**src/rtl/alu_sequencer.sv**
```systemverilog
// alu_sequencer: multi-cycle control unit for the 4-bit CPU.
// It fetches 8-bit instructions over a request/valid handshake and decodes
// them. ALU-class instructions drive registered operands and an opcode into
// an external combinational ALU. The ALU result is written back into a
// 4x4-bit register file.
//
// Ports:
//   clk            system clock, rising edge
//   rst_n          asynchronous active-low reset
//   run_i          level; high permits instruction fetch
//   imem_addr_o    instruction address (always the PC)
//   imem_rd_o      one-cycle fetch request (high only in FETCH)
//   imem_data_i    instruction word, latched when imem_valid_i=1 in WAIT
//   imem_valid_i   instruction word valid
//   alu_a_o        ALU operand A (registered)
//   alu_b_o        ALU operand B (registered)
//   alu_op_o       ALU operation (ADD, SUB, AND, OR, XOR, PASS)
//   alu_result_i   ALU result, sampled in EXEC
//   alu_zero_i     ALU zero flag, sampled in EXEC
//   zflag_o        sticky zero flag, updated by ALU-class instructions only
//   halted_o       high in HALT state
//   fault_o        high in FAULT state (instruction fetch timed out)
//   dbg_sel_i      register-file debug read select
//   dbg_data_o     R[dbg_sel_i], combinational
module alu_sequencer #(
  parameter int unsigned TIMEOUT = 8  // max WAIT cycles, legal 1..15
) (
  input  logic       clk,
  input  logic       rst_n,
  input  logic       run_i,
  output logic [3:0] imem_addr_o,
  output logic       imem_rd_o,
  input  logic [7:0] imem_data_i,
  input  logic       imem_valid_i,
  output logic [3:0] alu_a_o,
  output logic [3:0] alu_b_o,
  output logic [2:0] alu_op_o,
  input  logic [3:0] alu_result_i,
  input  logic       alu_zero_i,
  output logic       zflag_o,
  output logic       halted_o,
  output logic       fault_o,
  input  logic [1:0] dbg_sel_i,
  output logic [3:0] dbg_data_o
);

  typedef enum logic [2:0] {
    S_IDLE, S_FETCH, S_WAIT, S_DECODE, S_EXEC, S_NEXT, S_HALT, S_FAULT
  } state_e;

  localparam logic [2:0] OP_PASS   = 3'b101;
  localparam logic [3:0] TIMEOUT_C = 4'(TIMEOUT);

  state_e     state_q, state_d;
  logic [3:0] pc_q, pc_d;
  logic [7:0] ir_q, ir_d;
  logic [3:0] cnt_q, cnt_d;
  logic       zflag_q, zflag_d;
  logic [3:0] alu_a_q, alu_a_d;
  logic [3:0] alu_b_q, alu_b_d;
  logic [2:0] alu_op_q, alu_op_d;
  logic [3:0] rf_q [4];

  logic       rf_we;
  logic [1:0] rf_waddr;

  // Instruction fields
  logic [3:0] opc;
  logic [1:0] rd;
  logic [1:0] rs;
  logic [3:0] imm;
  logic       is_alu;

  assign opc    = ir_q[7:4];
  assign rd     = ir_q[3:2];
  assign rs     = ir_q[1:0];
  assign imm    = ir_q[3:0];
  assign is_alu = (opc <= 4'd6);

  // State register
  always_ff @(posedge clk or negedge rst_n) begin
    if (!rst_n) state_q <= S_IDLE;
    else        state_q <= state_d;
  end

  // Next-state logic
  always_comb begin
    state_d = state_q;
    case (state_q)
      S_IDLE:   if (run_i) state_d = S_FETCH;
      S_FETCH:  state_d = S_WAIT;
      // A valid word wins over the timeout, so a word that arrives on the
      // last allowed WAIT cycle is still accepted.
      S_WAIT: begin
        if (imem_valid_i)                    state_d = S_DECODE;
        else if (cnt_q + 4'd1 == TIMEOUT_C)  state_d = S_FAULT;
      end
      S_DECODE: begin
        if (is_alu)            state_d = S_EXEC;
        else if (opc == 4'hF)  state_d = S_HALT;
        else                   state_d = S_NEXT;
      end
      S_EXEC:   state_d = S_NEXT;
      S_NEXT:   state_d = run_i ? S_FETCH : S_IDLE;
      default:  state_d = state_q;  // HALT and FAULT are left only by reset
    endcase
  end

  // State-decoded outputs
  always_comb begin
    imem_rd_o = (state_q == S_FETCH);
    halted_o  = (state_q == S_HALT);
    fault_o   = (state_q == S_FAULT);
  end

  // Datapath next-state
  always_comb begin
    pc_d     = pc_q;
    ir_d     = ir_q;
    cnt_d    = cnt_q;
    zflag_d  = zflag_q;
    alu_a_d  = alu_a_q;
    alu_b_d  = alu_b_q;
    alu_op_d = alu_op_q;
    rf_we    = 1'b0;
    rf_waddr = rd;
    case (state_q)
      S_FETCH: cnt_d = 4'd0;
      S_WAIT: begin
        if (imem_valid_i) ir_d  = imem_data_i;
        else              cnt_d = cnt_q + 4'd1;
      end
      S_DECODE: begin
        if (opc <= 4'd4) begin
          alu_a_d  = rf_q[rd];
          alu_b_d  = rf_q[rs];
          alu_op_d = opc[2:0];
        end else if (opc == 4'd5) begin  // MOV
          alu_a_d  = rf_q[rs];
          alu_b_d  = 4'd0;
          alu_op_d = OP_PASS;
        end else if (opc == 4'd6) begin  // LDI
          alu_a_d  = imm;
          alu_b_d  = 4'd0;
          alu_op_d = OP_PASS;
        end else if (opc == 4'd7) begin  // JMP
          pc_d = imm;
        end else if (opc == 4'd8) begin  // JZ
          pc_d = zflag_q ? imm : pc_q + 4'd1;
        end else if (opc != 4'hF) begin  // NOP; HALT keeps PC
          pc_d = pc_q + 4'd1;
        end
      end
      S_EXEC: begin
        rf_we    = 1'b1;
        rf_waddr = (opc == 4'd6) ? 2'd0 : rd;  // LDI always targets R0
        zflag_d  = alu_zero_i;
        pc_d     = pc_q + 4'd1;
      end
      default: ;
    endcase
  end

  // Datapath registers
  always_ff @(posedge clk or negedge rst_n) begin
    if (!rst_n) begin
      pc_q     <= 4'd0;
      ir_q     <= 8'd0;
      cnt_q    <= 4'd0;
      zflag_q  <= 1'b0;
      alu_a_q  <= 4'd0;
      alu_b_q  <= 4'd0;
      alu_op_q <= 3'd0;
      for (int i = 0; i < 4; i++) rf_q[i] <= 4'd0;
    end else begin
      pc_q     <= pc_d;
      ir_q     <= ir_d;
      cnt_q    <= cnt_d;
      zflag_q  <= zflag_d;
      alu_a_q  <= alu_a_d;
      alu_b_q  <= alu_b_d;
      alu_op_q <= alu_op_d;
      if (rf_we) rf_q[rf_waddr] <= alu_result_i;
    end
  end

  assign imem_addr_o = pc_q;
  assign alu_a_o     = alu_a_q;
  assign alu_b_o     = alu_b_q;
  assign alu_op_o    = alu_op_q;
  assign zflag_o     = zflag_q;
  assign dbg_data_o  = rf_q[dbg_sel_i];

endmodule

```
**config.mk**
```make
export PLATFORM = sky130hd
export DESIGN_NAME = alu_sequencer
export DESIGN_NICKNAME = d
export VERILOG_FILES = /design/src/rtl/alu_sequencer.sv
export SDC_FILE = /design/constraint.sdc
export NUM_CORES = 1
export LEC_CHECK = 0
export BUFFER_PORTS_ARGS = -buffer_cell sky130_fd_sc_hd__buf_4
export CELL_PAD_IN_SITES_DETAIL_PLACEMENT = 0
export CELL_PAD_IN_SITES_GLOBAL_PLACEMENT = 2
export CORE_ASPECT_RATIO = 0.75
export CORE_UTILIZATION = 40
export DETAILED_ROUTE_END_ITERATION = 10
export PLACE_DENSITY_LB_ADDON = 0.1
export SLEW_MARGIN = 20
export SYNTH_ARGS = -nofsm -noshare
export SYNTH_HDL_FRONTEND = slang
export SYNTH_SLANG_ARGS = --single-unit
```
**constraint.sdc**
```tcl
create_clock -name clk -period 4.6 [get_ports clk]
set_input_delay 0.92 -clock clk [delete_from_list [all_inputs] [get_ports clk]]
set_output_delay 0.92 -clock clk [all_outputs]
set_load 0.02 [all_outputs]
```
### After elaboration in Yosys (flattened, before gate mapping)

Cells that the tools add are included.

| operators by class | value |
|---|---|
| add/sub/neg operators | 2 |
| $lt $le $gt $ge | 7 |
| equality and inequality tests | 21 |
| muxes and demuxes | 41 |
| bitwise operators | 4 |
| reductions and logical operators | 11 |

Operators by type and width:

| operator | number |
|---|---|
| $mux W4 | 21 |
| $bmux W4 S2 | 3 |
| $mux W3 | 6 |
| $pmux W3 S6 | 1 |
| $bwmux W16 | 1 |
| $pmux W4 S2 | 2 |
| $eq A3 B3 Y1 const B | 4 |
| $eq A4 B3 Y1 const B | 3 |
| $eq A4 B4 Y1 const B | 3 |
| $ge A3 B3 Y1 const B | 4 |
| $not A2 Y3 | 4 |
| $ne A2 B2 Y1 const B | 5 |
| $add A4 B1 Y4 const B | 2 |
| $demux W4 S2 | 1 |
| $le A4 B3 Y1 const B | 2 |
| $mux W2 | 4 |
| $ne A4 B4 Y1 const B | 2 |
| $eq A3 B2 Y1 const B | 2 |
| $reduce_and A2 Y1 | 3 |
| $reduce_bool A6 Y1 | 1 |
| $reduce_and A5 Y1 | 1 |
| $reduce_bool A2 Y1 | 2 |
| $eq A3 B1 Y1 const B | 1 |
| $logic_not A3 Y1 | 1 |
| other kinds (6) | 7 |

| word-level totals | value |
|---|---|
| flip-flop bits (word level) | 47 |
| word-level logic and storage cells | 98 |

### Logic depth before layout (Yosys ltp)

| logic depth | value |
|---|---|
| depth after elaboration | 9 |
| depth in mapped cells | 6 |
| mapped depth without buffers | 4 |

### Worst setup path before layout

OpenSTA, ideal clock, no wires.

| timing | value |
|---|---|
| path type | input to output |
| from | input dbg_sel_i[0] |
| to | output dbg_data_o[0] |
| data arrival time | 1.466 ns |
| required time | 3.680 ns |
| slack | 2.214 ns |
| cell stages on the path | 1 |
| path buffers | 0 |
| path through | mux4_2 |

| on the way | value |
|---|---|
| cells in the longest elaborated chain, start to end | 4 |

RTL lines:

| item | RTL line | RTL |
|---|---|---|
| start: declaration | 43 | `input logic [1:0] dbg_sel_i,` |
| $not A2 Y3 (implied by the code) | 192 | `assign dbg_data_o = rf_q[dbg_sel_i];` |
| $bmux W4 S2 | 192 |  |
| $mux W4 (implied by the code) (2 in a row) | 192 |  |
| end: declaration | 44 | `output logic [3:0] dbg_data_o` |

No other way between the ends. The select of a mux whose other input is x is not followed.

### Worst setup path in the final report

Ends and elaborated chain as after synthesis.

==> reports/qor.txt <==
I/O pins: 42
length of the first detailed-routing pass in iterations: 5
largest net degree at the start of global routing: 48
max_slew headroom: 51.8%
most common library cells after synthesis: dfrtp_1, mux2_2, mux4_2
crit end category: output port
Finished Cell Area: 3050 um2
worst setup path startpoint: dbg_sel_i[0]
nets: 263
RSZ-0062 raised after global routing: false
beginning of the worst hold path: alu_a_o[3]
PortBufs: 41
Worst Path Max Fanout: 4
async set-reset flop share out of synthesis: 100%
Total GRT Usage: 19.8%
CP Data Required Time: 3680 ps
starting density of the core: 42.8%
number of routed nets with antenna violations: 0
fin crit period: 2660 ps
mux cell area share after synthesis: 25.4%
CTS Hold Bufs: 0
DIE WIDTH: 94.9 um
Starting DRT DRC Count: 134
Slew Limit Fails: 0
Adder-Cell Fraction of Synth Area: 1.35%
wire per inst: 18.6 um
max_cap viols: 0
CTS sink count: 47
Clock Latency Late Sink: 290 ps
crit path DAT: 1740 ps
synthesized area: 2590 um2
CTS buffer count: 5
crit share post-route: 57.9%
CTS Buffer Depth: 2
final total power: 2.15 mW
Root Driver: clkbuf_8
VDD IR-drop max: 0.279 mV
H-tree depth: 2
endpoints failing setup: 0
Buf/Inv on CP: 2
grt ovf: 0
Fin Setup TNS: 0 ps
CTS tree: yes
proportion of netlist area held by the largest area contributor: 45.5%
initial antenna violation count: 0
sequential cell area fraction in the yosys report: 45.5%
post-synthesis simple-gate area fraction: 14.0%
syn_area_per_cell: 12.6 um2
Syn Inst Count: 205
first-pass GRT wire length: 9940 um
vias per cell: 5.84
row count: 24
compound-gate portion of the synthesized area: 10.2%
met1 WL: 2860 um
clock slew at reported path FFs: 80 ps
post-synthesis xor/xnor area fraction: 0.677%
Synth Register Bits: 47
vias: 1868
Chip Height: 71.6 um
Setup Fix Bufs, Post-CTS: 0
Worst path max stage delay: 510 ps
clk_skew: 4.84 ps
Synth area leaders: dfrtp_1, mux2_2, mux4_2
Routed WL: 5960 um
Tightest Pin Transition: 716 ps
final RePlAce weighted congestion: 0.752
cell taking the most area after synthesis: dfrtp_1
Die ar.: 6790 um2
ys flop type: dfrtp_1
P&R area growth vs syn: 18.0%
Setup CP Type: in2out
fmax: 375 MHz
worst path cell trace: buf_4 -> mux4_2 -> buf_4
drt drc: 0
EDFF count, synth: 0
met2 wire length: 2640 um
post-synthesis cell type count: 45
met3 wire len: 385 um
Final Hold Viols: 0
Ys Warns: 0
# diodes: 0
Power Density: 703 nW/um2
core footprint: 6040 um2
most frequent cell on the critical path: buf_4
vias in the first global route: 1881
Worst Hold Class: reg2reg
CP top delay family: multiplexers
number of gates resized after CTS: 0
Pleak: 1.32 nW
layout cells sized above 1: 39.7%
Mapped Nets: 226
crit path max-delay cell type: mux4_2
R2R Path Start: ir_q[7]
largest family of logic cells by synthesized area: multiplexers
Detail Placement HPWL: 4430 um
status: finished, final reports clean
uppermost routed layer: met4
most instantiated library cell after synthesis: dfrtp_1
Worst setup SP type: primary input
placed cell areas: 2940 um2
routing by layer:
layer	up-vias	global-route usage (%)
met2	62	27.9
met5	-	0
met4	0	6.40
met3	8	4.99
met1	937	29.8
li1	861	-
power breakdown:
group	internal (mW)	switching, mW
clock	0.159	0.130
sequential	0.591	0.268
combinational	0.551	0.447
layout make-up:
type	count	area (um2)
Fill cell	545	2980
Clock buffer	6	72.6
Timing Repair Buffer	42	315
Clock inverter	1	30.0
Inverter	3	11.3
Tap cell	78	97.6
Multi-Input combinational cell	143	1350
Sequential cell	47	1180
logic make-up (layout without fill, tap and decap cells):
logic type / count (synthesis) / after routing
flip-flops: 47 / 47
buffers and inverters: 15 / 52
XOR/XNOR: 2 / 2
adder cells (fa/ha/maj): 3 / 3
AO/OA/AOI/OAI: 36 / 36
AND/OR/NAND/NOR: 55 / 55
multiplexers: 47 / 47
through the flow:
step / hold slack (ps) / setup WS, ps / instances / utilization, %
final: 494 / 1940 / 320 / 50.6
after global routing: 535 / 1910 / 320 / 50.6
after CTS: 501 / 1930 / 320 / 50.4
after detailed placement: 482 / 1930 / 313 / 48.7
after global placement: 468 / 1940 / 313 / 48.7
after floorplan: 472 / 2210 / 205 / -
layout by cell type (no fill, tap or decap), types with 2 or more instances in the layout:
master / instances
nor3_1: 5
xnor2_1: 2
clkbuf_8: 5
buf_4: 42
nand3_1: 4
dfrtp_1: 47
nor4b_4: 2
mux2i_1: 6
o21ai_0: 11
nand2b_1: 2
and3_1: 4
a221oi_1: 3
mux2_2: 29
inv_1: 3
o22a_1: 2
and4bb_2: 2
nor2b_1: 3
ha_1: 2
a22o_1: 7
nand2_1: 11
a22oi_1: 2
o311ai_0: 2
nor3b_1: 3
mux4_2: 12
nor2_1: 11
worst paths after layout:
| check | to | slack (ps) | depth (start not counted) |
|---|---|---|---|
| worst min-delay path | alu_a_o[3] | 490 | 2 |
| max in group asynchronous | cnt_q[0] | 3570 | 1 |
| worst max-delay path | dbg_data_o[0] | 1940 | 3 |
| min in group asynchronous | ir_q[7] | 620 | 1 |
| worst max register to register | alu_a_o[0] | 2360 | 4 |
| worst min register to register | alu_a_o[3] | 490 | 2 |
tightest hold or removal path: stages, from the launching register on:
cell     delay, ps
dfrtp_1        350
nand2_1         50
o21ai_0         60
registers in the layout, summed over array words and instances, names as in the netlist:
signal	count
cnt_q	4
imem_addr_o	4
state_q	3
zflag_o	1
alu_b_o	4
alu_a_o	4
ir_q	8
rf_q	16
alu_op_o	3
Power figures use the tool's default switching activity.
